**src/rtl/pipe_if_id_reg_if.sv**
```systemverilog
// Bundles the IF-stage results, the decode-side controls and the IF/ID register outputs.
// The master side is the pipeline around this block; the slave side is the register block.
interface pipe_if_id_reg_if #(
  parameter int CNT_W = 16
);
  logic [31:0]      npc_in;
  logic [31:0]      pc4_in;
  logic [31:0]      ins_in;
  logic             id_ready;
  logic             flush;
  logic [31:0]      pc_out;
  logic [31:0]      d_pc;
  logic [31:0]      d_pc4;
  logic [31:0]      d_ins;
  logic             d_valid;
  logic [CNT_W-1:0] stall_cnt;
  logic [CNT_W-1:0] flush_cnt;

  modport master (
    output npc_in, pc4_in, ins_in, id_ready, flush,
    input  pc_out, d_pc, d_pc4, d_ins, d_valid, stall_cnt, flush_cnt
  );

  modport slave (
    input  npc_in, pc4_in, ins_in, id_ready, flush,
    output pc_out, d_pc, d_pc4, d_ins, d_valid, stall_cnt, flush_cnt
  );
endinterface

```
**src/rtl/pipe_if_id_reg.sv**
```systemverilog
// Program counter plus IF/ID pipeline register with stall, flush-to-bubble and
// saturating stall/flush performance counters. Every output comes straight from a flop.
module pipe_if_id_reg #(
  parameter logic [31:0] RESET_PC = 32'h0000_0000,
  parameter int          CNT_W    = 16
) (
  input  logic               clk,
  input  logic               rst,
  pipe_if_id_reg_if.slave    bus
);

  localparam logic [CNT_W-1:0] CntOne = 1;

  logic [31:0]      r_pc;
  logic [31:0]      r_dPc;
  logic [31:0]      r_dPc4;
  logic [31:0]      r_dIns;
  logic             r_dValid;
  logic [CNT_W-1:0] r_stallCnt;
  logic [CNT_W-1:0] r_flushCnt;

  logic             w_stallSat;
  logic             w_flushSat;
  logic             w_flushTaken;

  assign w_stallSat   = &r_stallCnt;
  assign w_flushSat   = &r_flushCnt;
  // A stalled ID cannot resolve control flow, so flush only counts when ID advances.
  assign w_flushTaken = bus.id_ready & bus.flush;

  always_ff @(posedge clk) begin
    if (rst) begin
      r_pc     <= RESET_PC;
      r_dPc    <= 32'h0;
      r_dPc4   <= 32'h0;
      r_dIns   <= 32'h0;
      r_dValid <= 1'b0;
    end else if (bus.id_ready) begin
      r_pc   <= bus.npc_in;
      r_dPc  <= r_pc;
      r_dPc4 <= bus.pc4_in;
      if (bus.flush) begin
        r_dIns   <= 32'h0;
        r_dValid <= 1'b0;
      end else begin
        r_dIns   <= bus.ins_in;
        r_dValid <= 1'b1;
      end
    end
  end

  always_ff @(posedge clk) begin
    if (rst) begin
      r_stallCnt <= '0;
      r_flushCnt <= '0;
    end else begin
      if (!bus.id_ready && !w_stallSat) begin
        r_stallCnt <= r_stallCnt + CntOne;
      end
      if (w_flushTaken && !w_flushSat) begin
        r_flushCnt <= r_flushCnt + CntOne;
      end
    end
  end

  assign bus.pc_out    = r_pc;
  assign bus.d_pc      = r_dPc;
  assign bus.d_pc4     = r_dPc4;
  assign bus.d_ins     = r_dIns;
  assign bus.d_valid   = r_dValid;
  assign bus.stall_cnt = r_stallCnt;
  assign bus.flush_cnt = r_flushCnt;

endmodule

```
**src/flat_wrapper.sv**
```systemverilog
// flat-port wrapper written by rule: the top's interface ports become plain ports
module pipe_if_id_reg_flat 
#(
  parameter logic [31:0] RESET_PC = 32'h0000_0000,
  parameter int          CNT_W    = 16
)
  (clk, rst, bus_npc_in, bus_pc4_in, bus_ins_in, bus_id_ready, bus_flush, bus_pc_out, bus_d_pc, bus_d_pc4, bus_d_ins, bus_d_valid, bus_stall_cnt, bus_flush_cnt);
  pipe_if_id_reg_if #(.CNT_W(CNT_W)) bus_i ();
  input  logic clk;
  input  logic rst;
  input wire logic [$bits(bus_i.npc_in)-1:0] bus_npc_in;
  input wire logic [$bits(bus_i.pc4_in)-1:0] bus_pc4_in;
  input wire logic [$bits(bus_i.ins_in)-1:0] bus_ins_in;
  input wire logic [$bits(bus_i.id_ready)-1:0] bus_id_ready;
  input wire logic [$bits(bus_i.flush)-1:0] bus_flush;
  output wire logic [$bits(bus_i.pc_out)-1:0] bus_pc_out;
  output wire logic [$bits(bus_i.d_pc)-1:0] bus_d_pc;
  output wire logic [$bits(bus_i.d_pc4)-1:0] bus_d_pc4;
  output wire logic [$bits(bus_i.d_ins)-1:0] bus_d_ins;
  output wire logic [$bits(bus_i.d_valid)-1:0] bus_d_valid;
  output wire logic [$bits(bus_i.stall_cnt)-1:0] bus_stall_cnt;
  output wire logic [$bits(bus_i.flush_cnt)-1:0] bus_flush_cnt;
  assign bus_i.npc_in = bus_npc_in;
  assign bus_i.pc4_in = bus_pc4_in;
  assign bus_i.ins_in = bus_ins_in;
  assign bus_i.id_ready = bus_id_ready;
  assign bus_i.flush = bus_flush;
  assign bus_pc_out = bus_i.pc_out;
  assign bus_d_pc = bus_i.d_pc;
  assign bus_d_pc4 = bus_i.d_pc4;
  assign bus_d_ins = bus_i.d_ins;
  assign bus_d_valid = bus_i.d_valid;
  assign bus_stall_cnt = bus_i.stall_cnt;
  assign bus_flush_cnt = bus_i.flush_cnt;
  pipe_if_id_reg #(.RESET_PC(RESET_PC), .CNT_W(CNT_W)) u_core (.clk(clk), .rst(rst), .bus(bus_i));
endmodule
```
**config.mk**
```make
export PLATFORM = sky130hd
export DESIGN_NAME = pipe_if_id_reg_flat
export DESIGN_NICKNAME = d
export VERILOG_FILES = /design/src/rtl/pipe_if_id_reg_if.sv /design/src/rtl/pipe_if_id_reg.sv /design/src/flat_wrapper.sv
export SDC_FILE = /design/constraint.sdc
export NUM_CORES = 1
export LEC_CHECK = 0
export CAP_MARGIN = 20
export CORE_MARGIN = 1
export CORE_UTILIZATION = 34
export CTS_CLUSTER_SIZE = 8
export DETAILED_ROUTE_END_ITERATION = 7
export PLACE_DENSITY = 0.69
export SYNTH_ARGS = -nofsm -noshare
export SYNTH_HDL_FRONTEND = slang
export SYNTH_SLANG_ARGS = --single-unit
```
**constraint.sdc**
```tcl
create_clock -name clk -period 1.5 [get_ports clk]
set_input_delay 0.225 -clock clk [delete_from_list [all_inputs] [get_ports clk]]
set_output_delay 0.225 -clock clk [all_outputs]
set_load 0.02 [all_outputs]
```
; Word level (Yosys, flattened, before mapping)
; Index checks and enable logic that the tools add are counted.
[word_totals]
out_inout_bits = 161
word_cells = 19
reg_bits = 161
[classes]
n_mux = 2
n_bitwise = 1
n_reduce_logical = 7
n_addsub = 2
[ops]
columns = cell, count
row1 = adder 16 x 1 -> 16 bit (second input constant), 2
row2 = 2-to-1 mux 32 bit, 1
row3 = AND reduction 16 bit, 2
row4 = zero test 1 bit, 3
row5 = logical AND 1 bit, 2
row6 = AND 1 bit, 1
row7 = 2-to-1 mux 1 bit, 1

; Longest topological paths before layout
; Gate-level depths: netlist of run 1.
[depth]
ltp_word = 3
ltp_mapped = 6

; Least setup slack after synthesis of run 1
; Ideal clock, no wire load.
[synth_path]
kind = register -> register
start = register u_core.r_flushCnt[0] (netlist: u_core.bus.flush_cnt[0])
end = register u_core.r_flushCnt[14] (netlist: u_core.bus.flush_cnt[14])
t_required_ns = 1.377
setup_slack_ns = -0.262
setup_ns = 0.123
arrival_ns = 1.639
period_less_slack_ns = 1.762
path_stages_with_launch = 6
cell_sequence = dfxtp_1 ha_1 nand3_1 nor4_4 nor4_1 mux2_1
[synth_between]
elab_chain_len = 3
elab_cells_between_ends = 4
[synth_lines]
columns = item, line_no
row1 = from (decl), pipe_if_id_reg.sv:20  ; logic [CNT_W-1:0] r_flushCnt;
row2 = from (signal assigned), pipe_if_id_reg.sv:61  ; r_flushCnt <= r_flushCnt + CntOne;
row3 = branches (longest 3 deep; another with adder 16 x 1 -> 16 bit), n/a
; Parallel ways; which one is timed is not known.
; A chain may end at the register's enable or synchronous reset.

; Final worst setup path of run 1
[layout_path]
start = register u_core.r_stallCnt[1] (netlist: u_core.bus.stall_cnt[1])
end = register u_core.r_stallCnt[6] (netlist: u_core.bus.stall_cnt[6])
[layout_between]
elab_chain_len = 3
elab_cells_between_ends = 4
[layout_lines]
columns = item, line_no
row1 = from (decl), pipe_if_id_reg.sv:19  ; logic [CNT_W-1:0] r_stallCnt;
row2 = from (signal assigned), pipe_if_id_reg.sv:58  ; r_stallCnt <= r_stallCnt + CntOne;
row3 = branches (longest 3 deep; another with adder 16 x 1 -> 16 bit), n/a
; Parallel ways; which one is timed is not known.

==> results of run 1 <==
[routing by layer]
metal / GRT usage, % / vias up / wire length [microns]
li1: - / 2864 / -
met2: 27.6 / 160 / 7900
met4: 4.40 / 0 / 121
met3: 7.51 / 10 / 1390
met1: 23.2 / 2599 / 7980
met5: 0 / - / 0
[worst max-delay path: stages, from the launching register on]
cell and delay, ns:
sky130_fd_sc_hd__dfxtp_4 0.35, sky130_fd_sc_hd__ha_4 0.16, sky130_fd_sc_hd__buf_6 0.11, sky130_fd_sc_hd__nand4_1 0.12
sky130_fd_sc_hd__nor4_4 0.06, sky130_fd_sc_hd__buf_4 0.15, sky130_fd_sc_hd__or4_4 0.48, sky130_fd_sc_hd__a21oi_2 0.13
[placed cells by master (no fill, tap or decap), types with 17 or more instances in the layout]
cell type	instances
sky130_fd_sc_hd__buf_4	63
sky130_fd_sc_hd__nor2_1	141
sky130_fd_sc_hd__clkdlybuf4s50_1	96
sky130_fd_sc_hd__dlygate4sd2_1	143
sky130_fd_sc_hd__a21oi_1	43
sky130_fd_sc_hd__dfxtp_1	130
sky130_fd_sc_hd__clkbuf_16	17
sky130_fd_sc_hd__dfxtp_2	18
sky130_fd_sc_hd__mux2i_1	97
sky130_fd_sc_hd__nor2b_1	39
[logic make-up (layout without fill, tap and decap cells)]
| family | after synthesis | count (layout) | share of synthesized area [%] |
|---|---|---|---|
| and+or+nand+nor | 257 | 257 | 20.7 |
| DFF | 161 | 161 | 51.8 |
| muxes | 101 | 101 | 16.3 |
| AOI/OAI and AO/OA | 80 | 80 | 7.38 |
| buffers and inverters | 45 | 368 | 3.16 |
| adders and majority gates | 2 | 2 | 0.402 |
| xor gates and xnor gates | 2 | 2 | 0.282 |
[worst min-delay path by stage]
stage	start	end	slack [ns]	depth (start not counted)
3_3_place_gp	u_core.bus.d_ins[30]	u_core.bus.d_ins[30]	0.46	2
6_report	bus_id_ready	u_core.bus.stall_cnt[1]	0.18	3
5_1_grt	bus_id_ready	u_core.bus.stall_cnt[1]	0.18	3
4_1_cts	bus_id_ready	u_core.bus.stall_cnt[1]	0.14	3
3_5_place_dp	u_core.bus.d_ins[30]	u_core.bus.d_ins[30]	0.46	2
2_1_floorplan	bus_ins_in[7]	u_core.bus.d_ins[7]	0.36	2
[layout make-up]
| cell class | count | area, sq um | share of cell area (%) |
|---|---|---|---|
| Sequential cell | 161 | 3290 | 32.1 |
| Clock buffer | 18 | 429 | 4.18 |
| Multi-Input combinational cell | 442 | 3070 | 29.9 |
| Clock inverter | 14 | 173 | 1.68 |
| Timing Repair Buffer | 331 | 3000 | 29.2 |
| Tap cell | 229 | 287 | 2.79 |
| Inverter | 5 | 21.3 | 0.207 |
[power by group]
group	switching (W)	total (W)	internal [W]	leakage, nW
sequential	0.0000960	0.00452	0.00443	1.34
clock	0.00192	0.00444	0.00252	0.295
combinational	0.000622	0.00123	0.000612	3.24
[sequential cells by signal, summed over array words and instances, names as in the netlist]
register and count:
u_core.bus.flush_cnt 16, u_core.bus.pc_out 32, u_core.bus.d_pc 32, u_core.bus.d_pc4 32, u_core.bus.d_valid 1, u_core.bus.d_ins 32, u_core.bus.stall_cnt 16
[metrics by stage]
stage	utilization, %	area [sq um]
6_report	57.2	10300
3_3_place_gp	53.4	9590
3_5_place_dp	53.4	9590
4_1_cts	56.2	10100
2_1_floorplan	-	6340
5_1_grt	57.2	10300
[what timing repair did]
item | CTS | global route
setup buffers | 5 | 3
resized for setup | 185 | 62
cloned | 0 | 1
setup endpoints to repair | 175 | 40
pin swaps | 13 | 24
==> flow_results.org, run 1 <==
** Die
- Area of the core region :: 18000 sq um
- The die covers 18800 sq um.
- The initial utilization of the core area, before any placement, comes to 34.6%.
- Measured along the y axis, the die boundary spans 137 microns.
- Die Wd :: 137 microns
- Number of standard-cell rows in the floorplan :: 49
- Number of placed I/O pins :: 261

** Detailed routing
- Using the TritonRoute via totals, the vias-per-cell ratio works out to 4.69.
- For this run, the detailed router's first-pass iteration total came to 4.
- Count of routing violations after the opening detailed-route iteration :: 180
- WL/cell :: 14.5 microns
- Routed wire length :: 17400 microns
- The routed layout has 5633 vias.
- In this run the remaining antenna-violating nets after routing total 0.
- Remaining DRCs :: 0

** Final layout
- The net count of the finished layout is 1060.
- Layout cells sized above 1 :: 19.7%
- Final cell count without fillers :: 1200
- Number of inserted diodes :: 0
- Fillers :: 1596
- Area added between synthesis and finish :: 65.2%

** Synthesis
- Post-synth top cells :: sky130_fd_sc_hd__dfxtp_1, sky130_fd_sc_hd__nor2_1, sky130_fd_sc_hd__mux2i_1
- The number of nets handed over by synthesis was 750.
- Synthesis produced a netlist whose cell count is 648.
- Synthesis inferred 161 register bits.
- Post-synth EDFFs :: 0
- Cell accounting for the most synthesized area :: sky130_fd_sc_hd__dfxtp_1
- Yosys synthesis warning count :: 0
- Dominant cells by area after synthesis :: sky130_fd_sc_hd__dfxtp_1, sky130_fd_sc_hd__mux2i_1, sky130_fd_sc_hd__nor2_1
- Yosys instantiated no cell more often than sky130_fd_sc_hd__dfxtp_1.
- Yosys top cell area share :: 51.8%
- Of all flip-flops after synthesis, the portion carrying an async set or reset was 0%.
- The share of the Yosys chip area taken by registers is 51.8%.
- In this run, distinct cell masters in the synthesized netlist total 46.
- The cell area that synthesis handed to floorplanning was 6220 sq um.
- Most common flop cell mapped by yosys :: sky130_fd_sc_hd__dfxtp_1
- Synth Area per Inst :: 9.60 sq um

** Critical path
- The most critical setup path has its startpoint at u_core.bus.stall_cnt[1].
- Type of the worst setup path :: flip-flop to flip-flop
- Along the worst path, the maximum fanout reaches 4.
- Arrival @ worst endpoint :: 1.98 ns
- In this run the critical register-to-register path is captured at u_core.bus.stall_cnt[6].
- The startpoint identified for the worst register-to-register timing path is u_core.bus.stall_cnt[1].
- Worst r2r path cells :: 7
- The critical path ends at u_core.bus.stall_cnt[6].
- In this run the register-to-register setup slack is -0.13 ns.
- Startpoint kind of the worst setup timing path :: flip-flop
- The worst setup path is captured at a flip-flop.
- Worst Path Required :: 1.85 ns

** Timing
- Slew of the pin with the lowest slew margin :: 0.576 ns
- Final setup TNS :: -0.583 ns
- Final Critical Period :: 1.63 ns
- Setup violations remaining at the end of the flow were counted as 8.
- Final Slew Violations :: 0
- The final hold violation count is 0.
- Between clock sinks in the finished design, the worst skew comes to 0.00829 ns.
- Measured against its own limit, the worst slew margin works out to 61.6%.
- The worst path uses 109% of the clock period.
- Setup repair after global routing missed its margin :: true
- On the final layout, the worst hold slack is 0.181 ns.
- Post-layout worst setup margin :: -0.131 ns
- Timing would allow up to 613 MHz.

** Global routing
- Entering global routing, the biggest net connects 76 pins.
- Wire length of the first global-routing pass :: 26500 microns
- Overall routing resource usage :: 18.0%
- The number of global-route vias before repair is 5083.
- Initial antenna violation count :: 0
- After global routing the overflow that remains totals 0.

** CTS
- Clock Pin Slew Worst Setup and Hold Paths :: 0.06 ns
- Hold repair after CTS inserted 0 buffers.
- The longest clock path from root to sink contains 2 buffers.
- At the later pin of the worst-skew pair, clock insertion delay measures 0.42 ns.
- Number of CTS-inserted buffers :: 17
- The H-tree was split into 4 levels.
- Clock tree synthesis selected as its root buffer the cell sky130_fd_sc_hd__clkbuf_16.
- Count of clock tree sinks :: 161
- TritonCTS clock tree :: built

** Pwr
- Worst IR drop on VDD :: 0.800 mV
- Static power due to leakage :: 4.87 nW
- Overall power consumption after layout is estimated at 0.0102 W.
- Pwr per Cell Area :: 992 nW/um^2

** Place
- During placement, the flow inserted port buffers numbering 260.
- Routability Congestion :: 0.756
- OpenSTA, run right after detailed placement, puts the worst setup slack at -0.525 ns.
- Detailed placement ended at an HPWL of 11900 microns.
- Number of cells in the design after placement :: 1159

** Worst hold path
- Hold WC Path Type :: primary input to flip-flop

** Run status
- The final reports fail on negative setup slack.
- The flow ran to the end, but the final reports show violations.

** Job
- Total of max-cap violations :: 0
(Power assumes the default switching activity.)
==> inputs of run 2 (changes only) <==
--- a/config.mk
+++ b/config.mk
@@ -7,10 +7,10 @@
 export LEC_CHECK = 0
 export CAP_MARGIN = 20
 export CORE_MARGIN = 1
-export CORE_UTILIZATION = 34
+export CORE_UTILIZATION = 39
 export CTS_CLUSTER_SIZE = 8
 export DETAILED_ROUTE_END_ITERATION = 7
-export PLACE_DENSITY = 0.69
+export PLACE_DENSITY = 0.77
 export SYNTH_ARGS = -nofsm -noshare
 export SYNTH_HDL_FRONTEND = slang
 export SYNTH_SLANG_ARGS = --single-unit
==> run 2 against run 1 <==
The flow still finishes with violations (negative setup slack). Sequential power about the same. Power up 2.6%. Count of clock-buffer cells in the layout unchanged. First-iteration DRC count up 57%. Via count up 3.6%. Clock skew down 0.00091 ns. Global-route usage up 3.5 points. Final cell count down 1.1%. Core utilization up 9.6 points. Cell area unchanged. Critical path type unchanged.
==> flow_results.org, run 2 (same netlist as run 1, synthesis figures left out) <==
** Detailed routing
- Remaining DRCs :: 0
- In the final routed layout, each cell accounts on average for 15.2 microns.
- Count of routing violations after the opening detailed-route iteration :: 283
- After detailed routing, the total wire length is 18000 microns.
- Number of nets with antenna violations after routing :: 0
- Summing over every cut layer, the via total after detailed routing is 5836.
- The first detailed-routing pass took 5 iterations.
- Using the TritonRoute via totals, the vias-per-cell ratio works out to 4.92.

** Die
- Die Y :: 128 microns
- Area of the core region :: 15400 sq um
- For this design the top-level I/O count stands at 261.
- Area of the die :: 16500 sq um
- Die Wd :: 128 microns
- Once the floorplan was initialized, standard cells occupied 40.5% of the core.
- Number of standard-cell rows in the floorplan :: 45

** Place
- At the placement stage, the worst setup path has a slack of -0.532 ns.
- HPWL reported at the end of detailed placement :: 12200 microns
- In this run the tool buffered the top-level ports with 260 buffer cells.
- Routability Congestion :: 0.820

** CTS
- TritonCTS clock tree :: built
- Number of CTS-inserted buffers :: 17
- Clock-pin slew was measured on the worst setup and hold paths at 0.06 ns.
- Number of levels the H-tree was split into :: 4
- Number of hold buffers added after cts :: 0
- Count of clock tree sinks :: 161
- Maximum buffer depth of the clock tree :: 2
- Clock latency on the worst-skew pair :: 0.43 ns
- The cell sitting at the root of the clock tree is a sky130_fd_sc_hd__clkbuf_16.

** Global routing
- The number of antenna violations at the first check in global routing was 0.
- Global routing finished with a remaining overflow of 0.
- Wire length of the first global-routing pass :: 27900 microns
- Overall routing resource usage :: 21.5%
- Entering global routing, the biggest net connects 62 pins.
- Number of global-route vias before repair :: 5599

** Timing
- Final Slew Violations :: 0
- Of the available clock period, the critical path in the final layout requires 105%.
- Number of failing setup endpoints in the final timing report :: 14
- Clock skew on the completed layout was measured at 0.00738 ns.
- Subtracting the final worst setup slack from the clock period gives 1.57 ns.
- Final hold violations :: 0
- For the pin with the worst max-slew slack, the measured transition is 0.660 ns.
- Post-layout worst setup margin :: -0.0737 ns
- Setup repair after global routing missed its margin :: true
- Highest Clock Rate :: 635 MHz
- Measured against its own limit, the worst slew margin works out to 56.0%.

** Run status
- Result of the run :: complete, but fails checks
- Violations in the final reports :: negative setup slack

** Final layout
- Number of inserted diodes :: 0
- At the end of the flow, the number of nets in the layout was 1065.
- In the layout the commonest cells are sky130_fd_sc_hd__dlygate4sd2_1, sky130_fd_sc_hd__nor2_1, sky130_fd_sc_hd__dfxtp_1, sky130_fd_sc_hd__mux2i_1, sky130_fd_sc_hd__clkdlybuf4s50_1.
- Area added between synthesis and finish :: 65.2%
- Most common library cell in the layout ignoring fill and taps :: sky130_fd_sc_hd__dlygate4sd2_1
- Layout cells sized above 1 :: 19.0%

** Critical path
- Startpoint kind of the worst setup timing path :: flip-flop
- Worst Path Required :: 1.86 ns
- The worst setup path is captured at a flip-flop.
- Arrival @ worst endpoint :: 1.93 ns
- Of all nets on the critical path, the largest fanout is 4.
- Type of the worst setup path :: flip-flop to flip-flop

** Job
- Total of max-cap violations :: 0

** Pwr
- Static power due to leakage :: 4.90 nW
- Worst IR drop on VDD :: 0.730 mV
- Power Total :: 0.0105 W
- Dividing total power by cell area gives a power density of 1020 nW/um^2.

** Worst hold path
- The worst hold path belongs to the class primary input to flip-flop.
[run 2: critical path, cell delays in order (launching register included)]
cell                      delay, ns
sky130_fd_sc_hd__dfxtp_4       0.37
sky130_fd_sc_hd__ha_4          0.14
sky130_fd_sc_hd__and4b_2       0.28
sky130_fd_sc_hd__nand2_2       0.10
sky130_fd_sc_hd__or4b_4        0.49
sky130_fd_sc_hd__a21oi_2       0.12
[run 2: layout make-up]
type,count,area (sq um)
Clock buffer,18,439
Clock inverter,14,204
Fill cell,1263,5090
Inverter,5,21.3
Multi-Input combinational cell,442,3030
Sequential cell,161,3300
Tap cell,211,264
Timing Repair Buffer,336,3020
[run 2: metrics by stage]
stage / setup TNS (ns) / cell area, sq um / hold WS (ns) / utilization, % / cells
after CTS: -0.185 / 10100 / 0.201 / 65.5 / 1175
after floorplan: -0.221 / 6340 / 0.364 / - / 648
final: -0.470 / 10300 / 0.211 / 66.9 / 1187
after global routing: -1.65 / 10300 / 0.222 / 66.9 / 1187
after global placement: -4.91 / 9550 / 0.460 / 62.1 / 1141
after detailed placement: -5.67 / 9550 / 0.458 / 62.1 / 1141
[run 2: worst paths after layout]
check / start / endpoint / slack (ns) / depth (start not counted)
max: u_core.bus.stall_cnt[0] / u_core.bus.stall_cnt[12] / -0.07 / 5
min: rst / u_core.bus.flush_cnt[4] / 0.21 / 2
max reg2reg: u_core.bus.stall_cnt[0] / u_core.bus.stall_cnt[12] / -0.07 / 5
min reg2reg: u_core.bus.d_ins[30] / u_core.bus.d_ins[30] / 0.46 / 2
[run 2: where the power goes]
group          internal (W)  total (W)  switching [W]  leakage [nW]
Combinational      0.000608    0.00124       0.000628          3.25
Sequential          0.00443    0.00453      0.0000991          1.34
Clock               0.00286    0.00470        0.00184         0.311
[run 2: layer usage]
metal	track usage (%)	vias up	wire length, microns
li1	-	2885	-
met1	24.8	2720	7470
met2	35.1	204	8480
met3	9.56	27	1710
met4	7.89	0	339
met5	0	-	0
[run 2: timing repair]
action / in CTS / in global routing
setup endpoints to repair: 171 / 38
resized for setup: 177 / 48
gates cloned: 0 / 1
pin swaps: 10 / 27
setup buffers: 2 / 12
==> inputs of run 3 (changes only) <==
--- a/config.mk
+++ b/config.mk
@@ -10,6 +10,7 @@
 export CORE_UTILIZATION = 39
 export CTS_CLUSTER_SIZE = 8
 export DETAILED_ROUTE_END_ITERATION = 7
+export GPL_ROUTABILITY_DRIVEN = 0
 export PLACE_DENSITY = 0.77
 export SYNTH_ARGS = -nofsm -noshare
 export SYNTH_HDL_FRONTEND = slang
==> results of run 3 <==
Final layout, timing and power as in run 2 (identical DEF).
